### src/rtl/rb_ctx.sv
// rb_ctx: user/hidden register bank with one write port, two combinational
// read ports, optional write-to-read forwarding, and a sequential context
// engine that copies the whole user bank to the hidden bank (save) or back
// (restore), one register per cycle, with a busy/done handshake.
//
// Address map: the MSB of an address selects the hidden bank and the low
// bits give the register index. With NREG a power of two this makes the
// flat storage index equal to the address itself. AW is expected to keep
// its default value.
module rb_ctx #(
    parameter int DW     = 16,
    parameter int NREG   = 8,
    parameter int AW     = $clog2(2*NREG),
    parameter bit BYPASS = 1'b1
) (
    input  logic          clk,
    input  logic          rst_n,
    input  logic [DW-1:0] d_in,
    input  logic          rw_in,
    input  logic [AW-1:0] wa_in,
    input  logic [AW-1:0] ra_a_in,
    input  logic [AW-1:0] ra_b_in,
    output logic [DW-1:0] a_out,
    output logic [DW-1:0] b_out,
    input  logic          save_req_in,
    input  logic          restore_req_in,
    output logic          busy_out,
    output logic          done_out
);

    localparam int IW   = $clog2(NREG);
    localparam int NTOT = 2 * NREG;

    typedef enum logic [1:0] {
        ST_IDLE,
        ST_SAVE,
        ST_RESTORE,
        ST_DONE
    } state_t;

    state_t        state_q;
    state_t        state_d;
    logic [IW-1:0] idx_q;
    logic [IW-1:0] idx_d;
    logic          busy_q;
    logic          busy_d;
    logic          done_q;
    logic          done_d;
    logic          last_idx;
    logic          wr_en;
    logic [AW-1:0] usr_addr;
    logic [AW-1:0] hid_addr;

    logic [DW-1:0] regs_q [NTOT];

    // The write port is only honoured while the context engine is not copying.
    assign wr_en    = rw_in && !busy_q;
    assign last_idx = (idx_q == IW'(NREG - 1));
    assign usr_addr = {1'b0, idx_q};
    assign hid_addr = {1'b1, idx_q};

    assign busy_out = busy_q;
    assign done_out = done_q;

    // State register for the context engine plus its registered handshake outputs.
    // NOTE: every clocked assignment uses <= so all flops sample pre-edge values
    // together; a blocking = here would let later statements see updated values.
    always_ff @(posedge clk or negedge rst_n) begin
        if (!rst_n) begin
            state_q <= ST_IDLE;
            idx_q   <= '0;
            busy_q  <= 1'b0;
            done_q  <= 1'b0;
        end else begin
            state_q <= state_d;
            idx_q   <= idx_d;
            busy_q  <= busy_d;
            done_q  <= done_d;
        end
    end

    // Next-state, copy index and next handshake values.
    // NOTE: every signal written here gets a default first, so no path through
    // the case leaves it unassigned and no latch is inferred.
    always_comb begin
        state_d = state_q;
        idx_d   = idx_q;
        unique case (state_q)
            ST_IDLE: begin
                idx_d = '0;
                // Save wins when both requests arrive together.
                if (save_req_in) begin
                    state_d = ST_SAVE;
                end else if (restore_req_in) begin
                    state_d = ST_RESTORE;
                end
            end
            ST_SAVE, ST_RESTORE: begin
                if (last_idx) begin
                    state_d = ST_DONE;
                    idx_d   = '0;
                end else begin
                    idx_d = idx_q + IW'(1);
                end
            end
            ST_DONE: begin
                // Requests seen during the done cycle are deliberately dropped.
                state_d = ST_IDLE;
            end
            default: begin
                state_d = ST_IDLE;
                idx_d   = '0;
            end
        endcase
        busy_d = (state_d == ST_SAVE) || (state_d == ST_RESTORE);
        done_d = (state_d == ST_DONE);
    end

    // Register storage: copy engine has priority; otherwise the write port updates.
    // NOTE: the storage array is reset on purpose, because a cleared bank is
    // architecturally visible after reset; that forces it into flops, not RAM.
    always_ff @(posedge clk or negedge rst_n) begin
        if (!rst_n) begin
            for (int i = 0; i < NTOT; i++) begin
                regs_q[i] <= '0;
            end
        end else if (state_q == ST_SAVE) begin
            regs_q[hid_addr] <= regs_q[usr_addr];
        end else if (state_q == ST_RESTORE) begin
            regs_q[usr_addr] <= regs_q[hid_addr];
        end else if (wr_en) begin
            regs_q[wa_in] <= d_in;
        end
    end

    // Read port A: storage, optionally replaced by same-cycle write data.
    always_comb begin
        a_out = regs_q[ra_a_in];
        if (BYPASS && wr_en && (ra_a_in == wa_in)) begin
            a_out = d_in;
        end
    end

    // Read port B: storage, optionally replaced by same-cycle write data.
    always_comb begin
        b_out = regs_q[ra_b_in];
        if (BYPASS && wr_en && (ra_b_in == wa_in)) begin
            b_out = d_in;
        end
    end

endmodule

### config.mk
export PLATFORM = sky130hd
export DESIGN_NAME = rb_ctx
export DESIGN_NICKNAME = d
export VERILOG_FILES = /design/src/rtl/rb_ctx.sv
export SDC_FILE = /design/constraint.sdc
export NUM_CORES = 1
export LEC_CHECK = 0
export ABC_CLOCK_PERIOD_IN_PS = 3900
export CELL_PAD_IN_SITES_DETAIL_PLACEMENT = 1
export CELL_PAD_IN_SITES_GLOBAL_PLACEMENT = 2
export CORE_MARGIN = 3
export CORE_UTILIZATION = 46
export DETAILED_ROUTE_END_ITERATION = 7
export GPL_ROUTABILITY_DRIVEN = 0
export GPL_TIMING_DRIVEN = 0
export PLACE_DENSITY = 0.85
export SLEW_MARGIN = 30
export SYNTH_ARGS = -nofsm -noshare
export SYNTH_HDL_FRONTEND = slang
export SYNTH_SLANG_ARGS = --single-unit
export TNS_END_PERCENT = 10
### constraint.sdc
create_clock -name clk -period 3.9 [get_ports clk]
set_clock_uncertainty 0.1 [all_clocks]
set_input_delay 0.585 -clock clk [delete_from_list [all_inputs] [get_ports clk]]
set_output_delay 0.585 -clock clk [all_outputs]
set_load 0.05 [all_outputs]
==> summary.md, run 1 <==
| Metric | Value |
|---|---|
| Worst Setup Path Type | `reg -> reg` |
| Area of the multi-input gates | `10780 µm²` |
| CTS tree | `done` |
| Setup ws final | `-0.1369 ns` |
| IO Port Bufs | `64` |
| # diodes | `0` |
| FP Rows | `between 70 and 80` |
| Max Cap Viol | `0` |
| H-tree lvl count | `1` |
| Number of DRC markers in iteration 0 | `2686` |
| CTS Sinks | `263` |
| Slowest-stage cell, CP | `clkdlybuf4s15_1` |
| Routed vias | `17240` |
| Clock group share of total power | `between 10% and 20%` |
| First-pass GRT wire length | `between 100 and 150 mm` |
| RSZ-0062 raised after global routing | `true` |
| Post-Syn Instances | `between 1500 and 2000` |
| Cell Area, Placed | `a little under 20000 µm²` |
| Clk root buf | `clkbuf_16` |
| Die width | `between 200 and 250 µm` |
| Placed cells | `between 2000 and 2500` |
| Synth warn | `0` |
| Status | `complete, but fails checks` |
| WL final | `a little under 90 mm` |
| Cell Chain, Critical Path | `buf_2 -> buf_2 -> buf_2 -> clkdlybuf4s15_1 -> nand2_1 -> o221a_2 -> o22ai_1 -> mux2_2` |
| Top Family by Delay on Critical Path | `buffers and inverters` |
| CP Buf/Inv Count | `4` |
| Switching pwr | `0.008740 W` |
| #FFs+latches synth | `263` |
| Relative slew slack | `between 20% and 30%` |
| Initial Utilization | `47.09%` |
| Die H | `slightly above 200 µm` |
| Maximum vdd drop | `0.0003811 V` |
| Pwr Density | `roughly 880 nW/µm²` |
| Primary FF master, synth | `dfrtp_1` |
| Initial antenna violation count | `2` |
| NumNets Final | `1734` |
| Die Area | `41230 µm²` |
| # DRC | `0` |
| TritonRoute pass-1 iters | `8` |
| Fill cells | `3989` |
| Peak Freq | `about 250 MHz` |
| Routed Antenna Nets | `0` |
| CORE AREA | `approximately 38000 µm²` |
| Syn Std Cell Area | `~18000 µm²` |
| Avg Inst Size Synth | `~11 µm²` |
| Final Cell Area | `between 20000 and 25000 µm²` |
| Layout area overhead | `15.55%` |
| Clock-pin slew on the worst setup and hold paths | `~0.060 ns` |
| Number of global-route vias before repair | `between 15000 and 20000` |
| Post-synth cell types | `66` |
| Post-synth EDFFs | `0` |
| Grt total ovfl | `0` |
| Layout cells sized above 1 | `slightly below 30%` |
| WP data arrival | `4.49 ns` |
| Detailed placer's ending HPWL | `between 60 and 70 mm` |
| Crit path time final | `4.037 ns` |
| LEAKAGE | `7.968 nW` |
| Seq pwr share | `between 30 and 40%` |
| Crit-path max cell delay | `between 0.7 and 0.8 ns` |
| Crit end category | `flop` |
| Final Max Slew Viols | `0` |
| Final Hold Fails | `0` |
| CP startpoint kind | `flop` |
| Final setup fails | `36` |
| Sw Share | `roughly 48%` |
| Async set-reset flop share out of synthesis | `between 90% and 100%` |
| Worst slew pin tran | `between 1 and 1.5 ns` |
| Worst Hold Class | `in -> async` |
| Vias per cell | `7.732` |
| Largest net degree at the start of global routing | `87` |
| Part of the cycle the worst path needs | `103.5%` |
| Final non-filler cell total | `between 2000 and 2500` |
| Sequential area share after synthesis | `36.84%` |
| Register area | `6581 µm²` |
| Worst skew pair latency | `around 0.61 ns` |
| Num CTS Buffers | `30` |
| Worst Path Required | `4.35 ns` |
| Ports | `67` |
| Total Routing Usage GR | `41.97%` |
| CP most frequent cell | `buf_2` |
| Violated checks | `setup timing` |
| Maximum clock path buffer count | `3` |
| Comb pwr share | `between 40% and 50%` |
| WL per Instance | `around 40 µm` |
| CP Max Fanout | `10` |
| DP Worst Slack | `-1.989 ns` |
| Syn_nets | `between 1500 and 2000` |
| P_int | `about 0.0094 W` |
[power groups by stage]
stage	sequential (W)	combinational, W	clock [W]
floorplan	0.00501	0.00570	0
global placement	0.00611	0.00784	0
detailed placement	0.00624	0.00811	0
CTS	0.00624	0.00818	0.00295
global route	0.00653	0.00890	0.00307
finish	0.00659	0.00860	0.00294
[flip-flops by register name, summed over array words and instances, names as in the netlist]
name,flops
regs_q,256
idx_q,3
state_q,2
busy_out,1
done_out,1
[timing repair]
item                                    in CTS  in global routing
endpoints found under the hold margin       18                  0
endpoints found under the setup margin      68                 70
buffers inserted                             2                  0
hold buffers                                 1                  0
resized for setup                          261                 53
pin swaps                                    5                  0
[cell families (layout without fill, tap and decap cells)]
family / after synthesis / in the layout / share of synthesized area, %
flops: 263 / 263 / 36.84
xor+xnor: 6 / 6 / 0.2942
simple gates: 328 / 328 / 8.370
buf+inv: 175 / 302 / 4.083
mux: 338 / 338 / 29.38
fa+ha+maj: 7 / 7 / 0.4903
compound gates: 474 / 474 / 20.54
[area by class of cell]
type                    count  area share, %
plain buffers             155          4.183
clock buffers              46          4.267
clock inverters            10         0.6547
inverters                  16         0.2910
multi-input cells        1153          52.22
flip-flops and latches    263          31.88
well taps                 511          3.098
repair buffers             75          3.407
[per-layer routing]
metal / global-route usage [%] / share of wire, %
met1: 52.89 / 36
met2: 58.68 / 40
met3: 21.02 / 16
met4: 23.21 / 7.8
met5: 0 / 0.015
[stage by stage]
step	TNS (ns)	utilization [%]	total power (W)	hold slack (ns)
6_report	-2.939	54.42	0.01813	0.3373
5_1_grt	-1.447	54.42	0.01850	0.3598
3_3_place_gp	-2547.06	50.47	0.01395	0.4154
3_5_place_dp	-53.33	50.80	0.01436	0.3301
2_1_floorplan	0	-	0.01072	0.1894
4_1_cts	-0.2104	54.10	0.01737	0.3312
[synthesized netlist by cell type (all sizes together), types with 5 or more instances]
master / number / area share (%)
a2111oi: 33 / 1.7
a211oi: 37 / 1.6
a21o: 6 / 0.25
a21oi: 18 / 0.50
a221o: 9 / 0.50
a221oi: 17 / 0.97
a22o: 22 / 1.1
a22oi: 14 / 0.64
a31oi: 11 / 0.39
a32o: 5 / 0.28
and2: 7 / 0.25
buf: 62 / 1.7
clkbuf: 97 / 2.0
dfrtp: 263 / 37
ha: 7 / 0.49
inv: 15 / 0.32
mux2: 137 / 8.7
mux2i: 66 / 3.7
mux4: 135 / 17
nand2: 166 / 3.5
nand2b: 8 / 0.28
nand3: 5 / 0.14
nand4: 5 / 0.18
nor2: 66 / 1.4
nor2b: 40 / 1.4
nor3: 5 / 0.14
o21a: 80 / 3.4
o21ai: 31 / 0.87
o221ai: 80 / 3.9
o22ai: 61 / 2.1
o2bb2ai: 12 / 0.59
o31ai: 17 / 0.71
o41ai: 6 / 0.29
or2: 7 / 0.25
[path summary, 6_finish.rpt]
kind	start	slack, ns	depth (start not counted)	endpoint
setup / recovery	idx_q[2]	-0.14	8	regs_q[73]
hold / removal	rst_n	0.34	2	busy_out
setup reg to reg	idx_q[2]	-0.14	8	regs_q[73]
hold reg to reg	regs_q[153]	0.45	2	regs_q[153]
max in group asynchronous	rst_n	2.21	4	regs_q[109]
min in group clk	regs_q[153]	0.45	2	regs_q[153]
[cells in the final DEF, fill, tap and decap left out, drive strengths merged, types with 7 or more instances in the layout]
cell type,count
mux4,135
nor2b,40
a22o,22
buf,88
clkinv,7
inv,16
and2,7
a22oi,14
a2111oi,33
o2bb2ai,12
o22ai,61
o21ai,31
a31oi,11
ha,7
or2,7
a21oi,18
o221ai,80
nand2,166
a221o,9
mux2i,66
a211oi,37
nor2,66
dfrtp,263
clkbuf,145
nand2b,8
a221oi,17
clkdlybuf4s50,31
o31ai,17
mux2,137
o21a,80
[worst register-to-register path, cell delays in order, from the launching register on]
cell and delay [ns]:
dfrtp_1 0.49, buf_2 0.32, buf_2 0.33, buf_2 0.40, clkdlybuf4s15_1 0.80, nand2_1 0.60
o221a_2 0.55, o22ai_1 0.22, mux2_2 0.19
Power figures use the tool's default switching activity.
==> inputs of run 2 (changes only) <==
--- a/constraint.sdc
+++ b/constraint.sdc
@@ -4,2 +4,2 @@
 set_output_delay 0.585 -clock clk [all_outputs]
-set_load 0.05 [all_outputs]
+set_load 0.005 [all_outputs]
==> summary.md, run 2 (synthesized netlist as in run 1, its figures left out) <==
| Metric | Value |
|---|---|
| FF-to-FF path depth | `8` |
| Fill cells | `about 3900` |
| Pwr Density | `~850 nW/µm²` |
| Violated checks | `DRC, setup timing` |
| WL per Instance | `approximately 40 µm` |
| Worst Path Required | `4.27 ns` |
| Relative slew slack | `20.60%` |
| Largest net degree at the start of global routing | `87` |
| Top reg by flops | `regs_q` |
| Largest register FFs | `between 200 and 300` |
| Clk root buf | `clkbuf_16` |
| Status | `complete, but fails checks` |
| Layout cells sized above 1 | `approximately 29%` |
| Die H | `a little over 200 µm` |
| CP most frequent cell | `buf_2` |
| Placed cells | `approximately 2200` |
| Final non-filler cell total | `roughly 2200` |
| Part of the cycle the worst path needs | `108.4%` |
| IO Port Bufs | `64` |
| CTS tree | `done` |
| Initial Utilization | `a little under half` |
| Total Routing Usage GR | `a little over two fifths` |
| Initial antenna violation count | `3` |
| RSZ-0062 raised after global routing | `true` |
| H-tree lvl count | `1` |
| Reg-to-Reg Start | `idx_q[2]` |
| Pwr Total | `approximately 0.018 W` |
| Clock-pin slew on the worst setup and hold paths | `about 0.070 ns` |
| Ports | `67` |
| Leading cell type in the layout, fill and taps excluded | `dfrtp_1` |
| First-pass GRT wire length | `around 120 mm` |
| R2R Setup Slk | `-0.33 ns` |
| Max Cap Viol | `0` |
| CP startpoint kind | `flop` |
| Cell Area, Placed | `19270 µm²` |
| Maximum vdd drop | `0.0003842 V` |
| CORE AREA | `about 38000 µm²` |
| Setup ws final | `-0.3269 ns` |
| DP Worst Slack | `-1.687 ns` |
| # DRC | `2` |
| Crit-path max cell delay | `approximately 0.92 ns` |
| Largest registers | `regs_q x256, idx_q x3, state_q x2` |
| Maximum clock path buffer count | `3` |
| Final Cell Area | `about 21000 µm²` |
| Worst r2r dst | `regs_q[194]` |
| Num CTS Buffers | `30` |
| Final Max Slew Viols | `0` |
| Setup TNS | `-10.57 ns` |
| FP Rows | `between 70 and 80` |
| Cell Chain, Critical Path | `buf_2 -> nor2b_1 -> buf_2 -> clkbuf_1 -> nand3_1 -> a21oi_2 -> buf_2 -> mux2_2` |
| Worst Hold Class | `in -> async` |
| Most frequent cells in the layout | `263 x dfrtp_1, 166 x nand2_1, 136 x mux2_2, 135 x mux4_2` |
| Worst Setup Path Type | `reg -> reg` |
| Peak Freq | `around 240 MHz` |
| Routed Antenna Nets | `0` |
| Die width | `a little over 200 µm` |
| WL final | `88.42 mm` |
| Routed vias | `17260` |
| Detailed placer's ending HPWL | `roughly 64 mm` |
| Vias per cell | `about 7.7` |
| CTS Sinks | `roughly 260` |
| Worst skew pair latency | `around 0.62 ns` |
| Layout area overhead | `17.84%` |
| Number of DRC markers in iteration 0 | `2821` |
| Worst slew pin tran | `1.191 ns` |
| WP data arrival | `around 4.6 ns` |
| Final setup fails | `62` |
| Number of global-route vias before repair | `~18000` |
| Final Hold Fails | `0` |
| CP Max Fanout | `10` |
| Crit end category | `flop` |
| TritonRoute pass-1 iters | `8` |
| NumNets Final | `roughly 1700` |
| Die Area | `41230 µm²` |
| Slowest-stage cell, CP | `clkbuf_1` |
| LEAKAGE | `roughly 8.1 nW` |
| Grt total ovfl | `0` |
| Crit path time final | `approximately 4.2 ns` |
==> run 2: worst max path at each step <==
stage	from	end	slack, ns
CTS	ra_b_in[0]	b_out[10]	-0.07
global route	state_q[1]	regs_q[9]	-0.12
floorplan	ra_a_in[0]	a_out[8]	0.98
detailed placement	rw_in	a_out[5]	-1.69
finish	idx_q[2]	regs_q[194]	-0.33
global placement	rst_n	regs_q[104]	-9.53
==> run 2: worst max-delay path: cells and delay by family (launching register included) <==
kind	cells	cell delay, ns
muxes	1	0.37
AOI/OAI and AO/OA	1	0.81
buffers and inverters	4	1.98
and+or+nand+nor	2	0.39
DFF	1	0.47
==> run 2: through the flow <==
stage / utilization [%] / hold WS (ns)
global route: 55.49 / 0.3598
detailed placement: 50.80 / 0.3301
finish: 55.49 / 0.3380
global placement: 50.47 / 0.4154
CTS: 54.84 / 0.3312
floorplan: - / 0.1894
==> run 2: where the power goes <==
group | total [W] | switching (W) | internal (W)
sequential | 0.00662 | 0.00256 | 0.00406
clock | 0.00294 | 0.00125 | 0.00169
combinational | 0.00831 | 0.00453 | 0.00378
total | 0.0179 | 0.00834 | 0.00954
==> run 2: final cells by class <==
cell class | count | area [µm²] | share of cell area [%]
plain buffers | 155 | 996.0 | 4.731
inverters | 16 | 60.06 | 0.2853
multi-input cells | 1153 | 10960 | 52.07
flip-flops and latches | 263 | 6581 | 31.26
clock inverters | 10 | 135.1 | 0.6419
well taps | 511 | 639.4 | 3.037
clock buffers | 46 | 880.8 | 4.184
diodes | 1 | 2.502 | 0.01189
repair buffers | 75 | 793.3 | 3.768
==> run 2: routing by layer <==
layer | wire [µm] | track usage (%)
met4 | 6786 | 23.77
met1 | 31190 | 52.49
met3 | 14710 | 21.73
met5 | 201 | 0
met2 | 35530 | 58.34
==> run 2: repair_timing <==
action / in CTS / in global routing
hold endpoints to repair: 18 / 0
setup endpoints to repair: 68 / 83
resized for setup: 161 / 65
pin swaps: 8 / 14
buffers inserted: 2 / 0
hold buffers: 1 / 0
==> inputs of run 3 (changes only) <==
- CORE_MARGIN: 3 -> not set
- GPL_TIMING_DRIVEN: 0 -> 1
==> summary.md, run 3 (synthesized netlist as in run 1, its figures left out) <==
| Metric | Value |
|---|---|
| CTS tree | `done` |
| Worst Setup Path Type | `in -> out` |
| Vias per cell | `7.488` |
| WL per Instance | `approximately 36 µm` |
| Die Area | `between 30000 and 40000 µm²` |
| Ports | `67` |
| Largest net degree at the start of global routing | `~110` |
| # DRC | `0` |
| IO Port Bufs | `66` |
| FP Rows | `71` |
| Fill cells | `just under 4000` |
| Crit end category | `output port` |
| GR Util met1 | `about half` |
| Final Hold Fails | `0` |
| Largest registers | `regs_q x256, idx_q x3, state_q x2` |
| Number of DRC markers in iteration 0 | `~2100` |
| Part of the cycle the worst path needs | `98.09%` |
| H-tree lvl count | `2` |
| WL final | `79.03 mm` |
| First-pass GRT wire length | `116.6 mm` |
| Relative slew slack | `approximately a quarter` |
| Top reg by flops | `regs_q` |
| Post-CTS Setup Inserts | `0` |
| Hold WS | `about 0.44 ns` |
| Clk root buf | `clkbuf_16` |
| Final setup fails | `0` |
| FF-to-FF path depth | `5` |
| Routed Antenna Nets | `0` |
| Met3 Use GR | `around a tenth` |
| Routed vias | `16440` |
| Initial Utilization | `around 47%` |
| TritonRoute pass-1 iters | `6` |
| Number of global-route vias before repair | `17510` |
| Crit path time final | `about 3.8 ns` |
| Grt total ovfl | `0` |
| Maximum vdd drop | `between 0.0003 and 0.0004 V` |
| Worst slew pin tran | `between 1 and 1.5 ns` |
| Met2 usage in global routing | `between 60% and 70%` |
| Worst Path Required | `around 3.2 ns` |
| Total Routing Usage GR | `between 40% and 50%` |
| NumNets Final | `about 1700` |
| WP data arrival | `roughly 3.1 ns` |
| LEAKAGE | `about 8 nW` |
| Leading cell type in the layout, fill and taps excluded | `dfrtp_1` |
| Pwr Density | `between 800 and 900 nW/µm²` |
| Final Max Slew Viols | `0` |
| Most frequent cells in the layout | `260 x dfrtp_1, 166 x nand2_1, 136 x mux2_2, 135 x mux4_2, 110 x buf_4` |
| Pwr Total | `approximately 0.017 W` |
| Worst skew pair latency | `about 0.53 ns` |
| CORE AREA | `37930 µm²` |
| Num CTS Buffers | `34` |
| Worst Hold Class | `in -> async` |
| RSZ-0062 raised after global routing | `false` |
| # diodes | `0` |
| Die H | `~200 µm` |
| CP Max Fanout | `21` |
| Clock-pin slew on the worst setup and hold paths | `~0.05 ns` |
| CTS Sinks | `263` |
| Maximum clock path buffer count | `3` |
| Peak Freq | `~260 MHz` |
| Max Cap Viol | `0` |
| Initial antenna violation count | `0` |
| Layer with the highest usage | `met2` |
| Largest register FFs | `about 260` |
| Setup TNS | `0 ns` |
| Final non-filler cell total | `2196` |
| Layout area overhead | `16.47%` |
| Placed cells | `~2100` |
| CP startpoint kind | `input port` |
| Die width | `roughly 200 µm` |
| Status | `finished, final reports clean` |
| Layout cells sized above 1 | `between 20% and 30%` |
| Detailed placer's ending HPWL | `51.99 mm` |
-- run 3: final cells by class --
cell class | count | area (µm²) | share of cell area [%]
tap | 511 | 639.4 | 3.073
clock inverter | 9 | 56.30 | 0.2706
clock buffer | 50 | 972.2 | 4.673
inverter | 16 | 60.06 | 0.2887
timing repair buffer | 194 | 1827 | 8.780
multi-input combinational | 1153 | 10660 | 51.25
sequential | 263 | 6588 | 31.66
-- run 3: what timing repair did --
action,4_1_cts,5_1_grt
endpoints found under the hold margin,41,0
gates resized for setup,2,3
pin swaps,0,3
hold buffers,1,0
setup endpoints to repair,2,14
-- run 3: worst max-delay path, stage by stage --
cell	delay (ns)
buf_4	0.42
buf_4	0.26
mux4_2	0.53
nor2b_1	0.15
a2111oi_1	0.60
a211oi_1	0.11
clkdlybuf4s50_1	0.49
-- run 3: path summary, 6_finish.rpt --
kind / from / to / slack [ns]
worst max-delay path: ra_a_in[0] / a_out[3] / 0.07
worst min-delay path: rst_n / done_out / 0.44
worst max register to register: idx_q[2] / regs_q[28] / 0.65
worst min register to register: regs_q[122] / regs_q[122] / 0.44
max in group asynchronous: rst_n / regs_q[92] / 2.30
min in group clk: regs_q[122] / regs_q[122] / 0.44
-- run 3: metal layers --
| metal | wire [µm] | part of all wire, % |
|---|---|---|
| met4 | 6319 | 8.0 |
| met1 | 28810 | 36 |
| met3 | 8518 | 11 |
| met2 | 35300 | 45 |
| met5 | 80 | 0.10 |
-- run 3: stage by stage --
step | setup slack (ns) | cell area, µm² | utilization (%)
after floorplan | 0.9762 | 17860 | -
after global placement | 0.01931 | 19740 | 52.05
final | 0.07439 | 20810 | 54.85
after global routing | 0.006203 | 20810 | 54.85
after CTS | 0.0006894 | 20790 | 54.81
after detailed placement | -0.1206 | 19750 | 52.06
-- run 3: report_power, final --
group,leakage (nW),switching [W],internal [W]
combinational,4.32,0.00409,0.00377
clock,0.498,0.00129,0.00173
sequential,3.22,0.00175,0.00408
